File: config.mk
export PLATFORM = sky130hd
export DESIGN_NAME = conv_x_streamer
export DESIGN_NICKNAME = d
export VERILOG_FILES = /design/src/rtl/conv_x_streamer_pkg.sv /design/src/rtl/sp_sync_ram.sv /design/src/rtl/stream_skid_buf.sv /design/src/rtl/conv_x_streamer.sv
export SDC_FILE = /design/constraint.sdc
export NUM_CORES = 1
export LEC_CHECK = 0
export ABC_AREA = 1
export CORE_UTILIZATION = 60
export CTS_CLUSTER_DIAMETER = 40
export DETAILED_ROUTE_END_ITERATION = 16
export GPL_TIMING_DRIVEN = 0
export PLACE_DENSITY_LB_ADDON = 0.15
export SETUP_SLACK_MARGIN = 0.2
export SYNTH_ARGS = -nofsm -noshare
export SYNTH_HDL_FRONTEND = slang
export SYNTH_HIERARCHICAL = 1
export SYNTH_SLANG_ARGS = --single-unit
File: constraint.sdc
create_clock -name clk -period 6.2 [get_ports clk]
set_clock_uncertainty 0.05 [all_clocks]
set_input_delay 1.24 -clock clk [delete_from_list [all_inputs] [get_ports clk]]
set_output_delay 1.24 -clock clk [all_outputs]
set_load 0.005 [all_outputs]
File: src/rtl/conv_x_streamer_pkg.sv
`default_nettype none
// ============================================================================
//  Module   : conv_stream_pkg
//  Purpose  : Shared types and helpers for the convolution stream feeders.
//             - state_t        : streamer control states
//             - word_t         : default signed stream word
//             - frames_or_one  : frame-count rule (0 requests one frame)
//  Revision : 1.0  initial release
// ============================================================================
package conv_stream_pkg;

    localparam int WORD_W = 16;

    typedef logic signed [WORD_W-1:0] word_t;

    typedef enum logic [1:0] {
        ST_LOAD  = 2'd0,
        ST_READY = 2'd1,
        ST_SEND  = 2'd2,
        ST_DRAIN = 2'd3
    } state_t;

    // A requested frame count of zero still sends the vector once.
    function automatic logic [15:0] frames_or_one(input logic [15:0] n);
        return (n == 16'd0) ? 16'd1 : n;
    endfunction

endpackage : conv_stream_pkg
`default_nettype wire

File: src/rtl/sp_sync_ram.sv
`default_nettype none
// ============================================================================
//  Module   : sp_sync_ram
//  Purpose  : Single-port synchronous RAM, read-first, one-cycle read latency.
//  Ports    : clk            clock
//             we             write enable
//             addr [ADDR_W]  shared read/write address
//             wdata[WIDTH]   write data
//             rdata[WIDTH]   registered read data (mem[addr] of previous edge)
//  Revision : 1.0  initial release
// ============================================================================
module sp_sync_ram #(
    parameter int WIDTH  = 16,
    parameter int DEPTH  = 16,
    parameter int ADDR_W = 4
) (
    input  logic              clk,
    input  logic              we,
    input  logic [ADDR_W-1:0] addr,
    input  logic [WIDTH-1:0]  wdata,
    output logic [WIDTH-1:0]  rdata
);

    logic [WIDTH-1:0] r_mem [DEPTH];

    always_ff @(posedge clk) begin
        if (we) begin
            r_mem[addr] <= wdata;
        end
        rdata <= r_mem[addr];
    end

endmodule : sp_sync_ram
`default_nettype wire

File: src/rtl/stream_skid_buf.sv
`default_nettype none
// ============================================================================
//  Module   : stream_skid_buf
//  Purpose  : Two-entry valid/ready output buffer. The producer pushes only
//             when it knows a slot is free (it watches occupancy), so there
//             is no input ready. out_valid comes from a register only.
//  Ports    : clk, reset          clock, synchronous active-high reset
//             in_valid, in_data   push side
//             out_valid, out_data, out_ready   stream side
//             occupancy[2]        entries currently held (0..2)
//  Revision : 1.0  initial release
// ============================================================================
module stream_skid_buf #(
    parameter int WIDTH = 16
) (
    input  logic             clk,
    input  logic             reset,
    input  logic             in_valid,
    input  logic [WIDTH-1:0] in_data,
    output logic             out_valid,
    output logic [WIDTH-1:0] out_data,
    input  logic             out_ready,
    output logic [1:0]       occupancy
);

    logic [WIDTH-1:0] r_entry [2];
    logic             r_wp;
    logic             r_rp;
    logic [1:0]       r_cnt;
    logic             w_pop;

    assign w_pop     = out_valid && out_ready;
    assign out_valid = (r_cnt != 2'd0);
    // Empty buffer presents zero so x_data is clean out of reset.
    assign out_data  = out_valid ? r_entry[r_rp] : '0;
    assign occupancy = r_cnt;

    always_ff @(posedge clk) begin
        if (in_valid) begin
            r_entry[r_wp] <= in_data;
        end
    end

    always_ff @(posedge clk) begin
        if (reset) begin
            r_wp  <= 1'b0;
            r_rp  <= 1'b0;
            r_cnt <= 2'd0;
        end else begin
            if (in_valid) begin
                r_wp <= ~r_wp;
            end
            if (w_pop) begin
                r_rp <= ~r_rp;
            end
            r_cnt <= r_cnt + {1'b0, in_valid} - {1'b0, w_pop};
        end
    end

endmodule : stream_skid_buf
`default_nettype wire

File: src/rtl/conv_x_streamer.sv
`default_nettype none
// ============================================================================
//  Module   : conv_x_streamer
//  Purpose  : Holds one DEPTH-word vector loaded over ld_*, then replays it
//             num_frames times (0 -> 1) on the x_* valid/ready stream.
//  Ports    : clk, reset                      clock, sync active-high reset
//             ld_data, ld_valid, ld_ready     vector load port (LOAD only)
//             reload, start, num_frames       control (honoured in READY)
//             loaded, busy, done              status
//             x_data, x_valid, x_ready        output stream
//  Revision : 1.0  initial release
// ============================================================================
module conv_x_streamer
    import conv_stream_pkg::*;
#(
    parameter int WIDTH   = 16,
    parameter int DEPTH   = 16,
    parameter int FRAME_W = 4
) (
    input  logic                     clk,
    input  logic                     reset,
    input  logic [WIDTH-1:0]         ld_data,
    input  logic                     ld_valid,
    output logic                     ld_ready,
    input  logic                     reload,
    input  logic                     start,
    input  logic [FRAME_W-1:0]       num_frames,
    output logic                     loaded,
    output logic                     busy,
    output logic                     done,
    output logic signed [WIDTH-1:0]  x_data,
    output logic                     x_valid,
    input  logic                     x_ready
);

    localparam int              PTR_W    = (DEPTH > 1) ? $clog2(DEPTH) : 1;
    localparam logic [PTR_W-1:0] LAST_IDX = PTR_W'(DEPTH - 1);
    localparam logic [FRAME_W-1:0] FRAME_ONE = FRAME_W'(1);

    state_t              r_state;
    state_t              w_state_next;
    logic [PTR_W-1:0]    r_wr_ptr;
    logic [PTR_W-1:0]    r_rd_ptr;
    logic [FRAME_W-1:0]  r_frame_cnt;
    logic [FRAME_W-1:0]  r_frames;
    logic                r_rd_pending;
    logic                r_done;

    logic                w_ld_fire;
    logic                w_pop;
    logic                w_issue;
    logic                w_last_word;
    logic                w_drain_done;
    logic [1:0]          w_occ;
    logic [2:0]          w_slots;
    logic [PTR_W-1:0]    w_addr;
    logic [WIDTH-1:0]    w_rdata;
    logic [WIDTH-1:0]    w_buf_data;

    assign w_ld_fire = (r_state == ST_LOAD) && ld_valid;
    assign w_pop     = x_valid && x_ready;

    // Slots committed after this cycle: buffered + in-flight read - word
    // leaving now. A read may be issued whenever that leaves room for it.
    assign w_slots   = {1'b0, w_occ} + {2'b0, r_rd_pending} - {2'b0, w_pop};
    assign w_issue   = (r_state == ST_SEND) && (w_slots < 3'd2);

    assign w_last_word  = (r_rd_ptr == LAST_IDX) && (r_frame_cnt == r_frames - FRAME_ONE);
    assign w_drain_done = (r_state == ST_DRAIN) && w_pop && (w_occ == 2'd1) && !r_rd_pending;

    assign w_addr = (r_state == ST_LOAD) ? r_wr_ptr : r_rd_ptr;

    sp_sync_ram #(
        .WIDTH  (WIDTH),
        .DEPTH  (DEPTH),
        .ADDR_W (PTR_W)
    ) u_vec_mem (
        .clk   (clk),
        .we    (w_ld_fire),
        .addr  (w_addr),
        .wdata (ld_data),
        .rdata (w_rdata)
    );

    stream_skid_buf #(
        .WIDTH (WIDTH)
    ) u_skid (
        .clk       (clk),
        .reset     (reset),
        .in_valid  (r_rd_pending),
        .in_data   (w_rdata),
        .out_valid (x_valid),
        .out_data  (w_buf_data),
        .out_ready (x_ready),
        .occupancy (w_occ)
    );

    assign x_data = w_buf_data;
    assign done   = r_done;

    // ---------------------------------------------------------------- state
    always_ff @(posedge clk) begin
        if (reset) begin
            r_state <= ST_LOAD;
        end else begin
            r_state <= w_state_next;
        end
    end

    // ----------------------------------------------------------- next state
    always_comb begin
        w_state_next = r_state;
        case (r_state)
            ST_LOAD: begin
                if (w_ld_fire && (r_wr_ptr == LAST_IDX)) begin
                    w_state_next = ST_READY;
                end
            end
            ST_READY: begin
                if (start) begin
                    w_state_next = ST_SEND;
                end else if (reload) begin
                    w_state_next = ST_LOAD;
                end
            end
            ST_SEND: begin
                if (w_issue && w_last_word) begin
                    w_state_next = ST_DRAIN;
                end
            end
            ST_DRAIN: begin
                if (w_drain_done) begin
                    w_state_next = ST_READY;
                end
            end
            default: w_state_next = ST_LOAD;
        endcase
    end

    // -------------------------------------------------------------- outputs
    always_comb begin
        ld_ready = 1'b0;
        loaded   = 1'b0;
        busy     = 1'b0;
        case (r_state)
            ST_LOAD:  ld_ready = 1'b1;
            ST_READY: loaded   = 1'b1;
            ST_SEND:  busy     = 1'b1;
            ST_DRAIN: busy     = 1'b1;
            default:  ld_ready = 1'b0;
        endcase
    end

    // ------------------------------------------------------------- datapath
    always_ff @(posedge clk) begin
        if (reset) begin
            r_wr_ptr     <= '0;
            r_rd_ptr     <= '0;
            r_frame_cnt  <= '0;
            r_frames     <= FRAME_ONE;
            r_rd_pending <= 1'b0;
            r_done       <= 1'b0;
        end else begin
            if (w_ld_fire) begin
                r_wr_ptr <= (r_wr_ptr == LAST_IDX) ? '0 : r_wr_ptr + 1'b1;
            end

            if ((r_state == ST_READY) && start) begin
                r_rd_ptr    <= '0;
                r_frame_cnt <= '0;
                r_frames    <= FRAME_W'(frames_or_one(16'(num_frames)));
            end else if (w_issue) begin
                if (r_rd_ptr == LAST_IDX) begin
                    r_rd_ptr    <= '0;
                    r_frame_cnt <= r_frame_cnt + FRAME_ONE;
                end else begin
                    r_rd_ptr <= r_rd_ptr + 1'b1;
                end
            end

            r_rd_pending <= w_issue;
            r_done       <= w_drain_done;
        end
    end

endmodule : conv_x_streamer
`default_nettype wire

Word-level counts from Yosys, hierarchy flattened --
Memory sizes are Yosys's and may differ from the RTL's. A register that Yosys moved wholly into a read port is not among the register bits. Cells that the tools add are included.
Storage, ports and cells: register bits after elaboration 24, memory bits (writable) 288, input bits 26, output and inout port bits 21, word-level logic and storage cells 72, memories kept 2
Cells by class: $add $sub $neg 8, order comparisons 1, equality and inequality tests 11, multiplexer cells 20, bitwise logic cells 2, reductions and logical operators 18
Memories:
- u_vec_mem.r_mem | words 16, width 16, rd ports 1, clocked after Yosys merged registers in 1, wr ports 1, RTL line sp_sync_ram.sv:24 | logic [WIDTH-1:0] r_mem [DEPTH];
- u_skid.r_entry | words 2, width 16, rd ports 1, clocked after Yosys merged registers in 1, wr ports 1, RTL line stream_skid_buf.sv:26 | logic [WIDTH-1:0] r_entry [2];
Operators with widths (count):
- 2-to-1 mux 16 bit | 1
- 2-to-1 mux 4 bit | 4
- adder 4 x 1 -> 4 bit (second input constant) | 3
- logical AND 1 bit | 10
- 2-to-1 mux 2 bit | 5
- 2-to-1 mux 1 bit | 9
- equality test 4 bit (second input constant) | 2
- case mux 2 bit (4 select lines) | 1
- equality test 2 x 1 -> 1 bit (second input constant) | 2
- equality test 2 bit (second input constant) | 2
- equality test 4 bit | 1
- zero test 4 bit | 1
- inequality test 2 x 1 -> 1 bit (second input constant) | 2
- AND reduction 4 bit | 1
- OR reduction 2 bit | 2
- subtractor 4 x 1 -> 4 bit (second input constant) | 1
- adder 2 x 1 -> 3 bit | 1
- less-than comparator 3 x 2 -> 1 bit (second input constant) | 1
- inequality test 3 bit (second input constant) | 1
- subtractor 3 x 1 -> 3 bit | 1
- adder 2 x 1 -> 2 bit | 1
- zero test 2 bit | 1
- inequality test 2 bit (second input constant) | 1
- NOT 1 bit | 2
- 4 further kinds | 4

Depth between registers and ports, before layout --
depth after elaboration 8, mapped depth 17, mapped depth without buffers 17

Hierarchy --
Netlist, hierarchy kept.
Modules (own cells, without submodules):
- sp_sync_ram | times used 1, cells each 1070, area an instance 11151.9 um^2, seq. area each 8007.7 um^2
- stream_skid_buf | times used 1, cells each 120, area an instance 1525.2 um^2, seq. area each 1061.0 um^2
- conv_x_streamer | times used 1, cells each 176, area an instance 1260.0 um^2, seq. area each 400.4 um^2

Worst setup path before layout --
No wires, ideal clock.
path kind input-to-reg, start in x_ready, end reg r_state[1], setup time 0.113 ns, data arrival time 3.051 ns, data required time 6.037 ns, setup slack 2.986 ns, stages on the path 14, path buffers 0, cell sequence nand2_1 -> inv_1 -> ha_1 -> or2_2 -> fa_1 -> inv_1 -> nor2_2 -> nand2_4 -> nor2_8 -> nand3_2 -> nand2_1 -> nand2_2 -> nor2_1 -> nor2_1
On the way: longest elaborated chain between the ends 7, elaborated cells on any way between the ends 11, those cells by class add/sub: 1; order compare: 1; eq/ne: 2; reduce/logical: 7
RTL lines:
- from (decl) | RTL line conv_x_streamer.sv:33 | input logic x_ready
- logical AND 1 bit * | RTL line conv_x_streamer.sv:61 | assign w_pop = x_valid && x_ready;
- subtractor 3 x 1 -> 3 bit | RTL line conv_x_streamer.sv:65 | assign w_slots = {1'b0, w_occ} + {2'b0, r_rd_pending} - {2'b0, w_pop};
- less-than comparator 3 x 2 -> 1 bit | RTL line conv_x_streamer.sv:66 | assign w_issue = (r_state == ST_SEND) && (w_slots < 3'd2);
- logical AND 1 bit | RTL line conv_x_streamer.sv:66
- logical AND 1 bit | RTL line conv_x_streamer.sv:127 | if (w_issue && w_last_word) begin
- inequality test 2 x 1 -> 1 bit (no line)
- AND reduction 4 bit (no line) *
- to (signal assigned) | RTL line conv_x_streamer.sv:106 | r_state <= w_state_next;
- to (decl) | RTL line conv_x_streamer.sv:40 | state_t r_state;
Mark *: on every way between the ends. The rest lies on a longest branch, timed or not. A chain may end at the register's enable or synchronous reset.

Final worst setup path --
start reg r_state[0], end mem u_vec_mem.r_mem[14][2], enable pin
On the way: elaborated cells on any way between the ends 5, those cells by class mux: 3; reduce/logical: 2
RTL lines:
- zero test 2 bit | RTL line conv_x_streamer.sv:71 | assign w_addr = (r_state == ST_LOAD) ? r_wr_ptr : r_rd_ptr;
- 2-to-1 mux 4 bit | RTL line conv_x_streamer.sv:71
- named net w_addr[1] | RTL line conv_x_streamer.sv:56 | logic [PTR_W-1:0] w_addr;
- to (decl) | RTL line sp_sync_ram.sv:24
The timed path passes the listed nets, and every way through them passes these cells.

==> results.ini <==
[final_layout]
multi_input_area_mm2 = 0.00382
final_net_count = 1498
drive_gt1_share_pct = 11.1
nFillCells = 1572
syn_to_final_growth_pct = 16.7
num_antenna_cells = 0
final_cell_mix = nand2_1, edfxtp_1, inv_1
final_common_cell = nand2_1
seq_area_mm2 = 0.00947

[global_route]
antenna_found_initial = 1
grt_max_degree = 18
grt_pass1_vias = 8897
grt_overflow_total = 0
grt_usage_pct = 26.8
grt_pass1_wl_um = 47700

[worst_setup_path]
rr_startpoint = r_state[0]
worstPathMaxFanout = 10
rrSetupSlack_ns = 2.12
crit_path_end_kind = flip-flop
crit_required_ns = 6.38
critPathKind = reg2reg
rr_endpoint = u_vec_mem/r_mem[14][2]
ff2ff_path_depth = 9
cp-start-kind = flip-flop
crit_start = r_state[0]
arrival_ns = 4.26

[placement]
post-place-ws_ns = 2.01
dp_hpwl_um = 19700
gp_congestion = 0.944
io_buffers = 46

[sta]
finalSetupViolations = 0
worstMarginPinSlew_ns = 1.23
slew_violations = 0
period_minus_slack_ns = 4.08
fin_crit_sh_pct = 65.8
tns_ns = 0
slew_headroom_pct = 17.7
fmax_ghz = 0.245
finalHoldViolCount = 0
layout_setup_ws_ns = 2.12
rsz0062_at_grt = no

[logic_synthesis]
yosysUniqueCellTypes = 41
yosys_warnings = 6
syn_area_mm2 = 0.0139
ys_seq_area_share_pct = 67.9
syn_avg_cell_area_um2 = 10.2
ys_ff_latch = 329
syn_nets = 1405
synth_top_area_share_pct = 62.1
yosysTopAreaCell = edfxtp_1
synthTopCellsByArea = edfxtp_1, nand2_1, dfxtp_1
syn_inst = 1366

[detailed_routing]
first_pass_iters = 7
viasPerCell = 5.27
drc_errors = 0
totalWireLength_um = 30600
antenna_left = 0
vias = 9362
wl_per_cell_um = 17.2
drt-initial-drc-count = 712

[cts]
cts_buffer_depth = 3
numClockSinks = 329
root_buffer = clkbuf_16
ctsHoldBuffers = 0
cts.repair.resized = 0
cts_setup_buffers = 0
cts_tree = yes
htree_num_levels = 2
cts.clk_slew.worst_paths_ns = 0.05
numCtsBuffers = 42
clock_latency_ns = 0.54

[floorplan]
coreArea_mm2 = 0.0227
ios = 47
std_cell_rows = 55
start_util_pct = 61.4
die-area_mm2 = 0.0238
die_x_um = 154
die_h_um = 154

[power]
irDropWorstVdd_mv = 0.389
p_leak_uw = 0.00682
p_per_area_mw_per_mm2 = 460

[worst_hold_path]
hp-class = reg2reg
whs_path_depth = 0
min_to = u_skid/r_entry[1][10]
hp-start = u_vec_mem/rdata[10]

[run_status]
run_status = finished clean

[run]
cap_violations = 0

[worst max path at each step]
stage,to,slack (ns),depth (start not counted)
after detailed placement,u_vec_mem/r_mem[2][1],2.01,8
after global routing,u_vec_mem/r_mem[14][1],2.01,9
after CTS,u_vec_mem/r_mem[2][6],1.94,8
after floorplan,r_state[1],2.99,14
final,u_vec_mem/r_mem[14][2],2.12,9
after global placement,u_vec_mem/r_mem[10][8],2.01,8
[layout make-up]
cell class	count	area share, %
tap	285	2.19
buffer	52	2.35
clock inverter	22	1.52
clock buffer	56	7.43
multi-input combinational	908	23.5
timing repair buffer	49	2.99
inverter	77	1.84
sequential	329	58.2
[metal layers]
layer	global-route usage [%]	routed length [um]	up-vias
li1	-	-	4590
met1	34.5	12000	4323
met2	43.9	14800	360
met3	5.04	2480	87
met4	13.6	1270	2
met5	0	14	-
[where the power goes]
| group | switching (uW) | internal [uW] |
|---|---|---|
| Clock | 919 | 1550 |
| Combinational | 1530 | 721 |
| Sequential | 79.3 | 2680 |
[synthesized netlist by cell type (all sizes together)]
cell      n
nand2   767
edfxtp  288
inv      77
nor2     56
buf      47
dfxtp    41
a21oi    30
nand3    15
ha       12
o21ai    11
clkbuf    5
nor3      3
xor2      3
nand4     2
or2       2
a211oi    1
a21boi    1
fa        1
nand3b    1
nor3b     1
nor4      1
o211ai    1
[cell families after synthesis]
logic type / share of synthesized area (%)
flops: 67.9
compound gates: 2.01
xor+xnor: 0.189
buf+inv: 4.89
simple gates: 23.7
fa+ha+maj: 1.22
[registers in the layout (all words and copies together), names as in the netlist, named ones only]
name	count
done	1
r_frame_cnt	4
r_frames	4
r_rd_pending	1
r_rd_ptr	4
r_state	2
r_wr_ptr	4
u_skid/occupancy	2
u_skid/r_entry	32
u_skid/r_rp	1
u_skid/r_wp	1
u_vec_mem/r_mem	256
u_vec_mem/rdata	16
[stage by stage]
stage                     instance area, um^2  utilization, %  instances  power [uW]  hold WS (ns)
final                                   16300            71.6       1778        7480         0.377
after floorplan                         13900               -       1366        4250         0.354
after CTS                               16300            71.6       1778        7480         0.379
after global placement                  14800            65.0       1697        4940         0.357
after detailed placement                14800            65.2       1700        5000         0.365
after global routing                    16300            71.6       1778        7870         0.387
[critical path, cell delays in order, from the launching register on]
cell and delay (ns):
dfxtp_1 0.39, inv_1 0.11, ha_1 0.24, buf_4 0.18
o21ai_0 0.89, buf_2 0.42, buf_2 0.28, nand3_1 0.29
nor2_1 0.65, buf_6 0.25
Note: power is estimated with default switching activity, not from simulation.
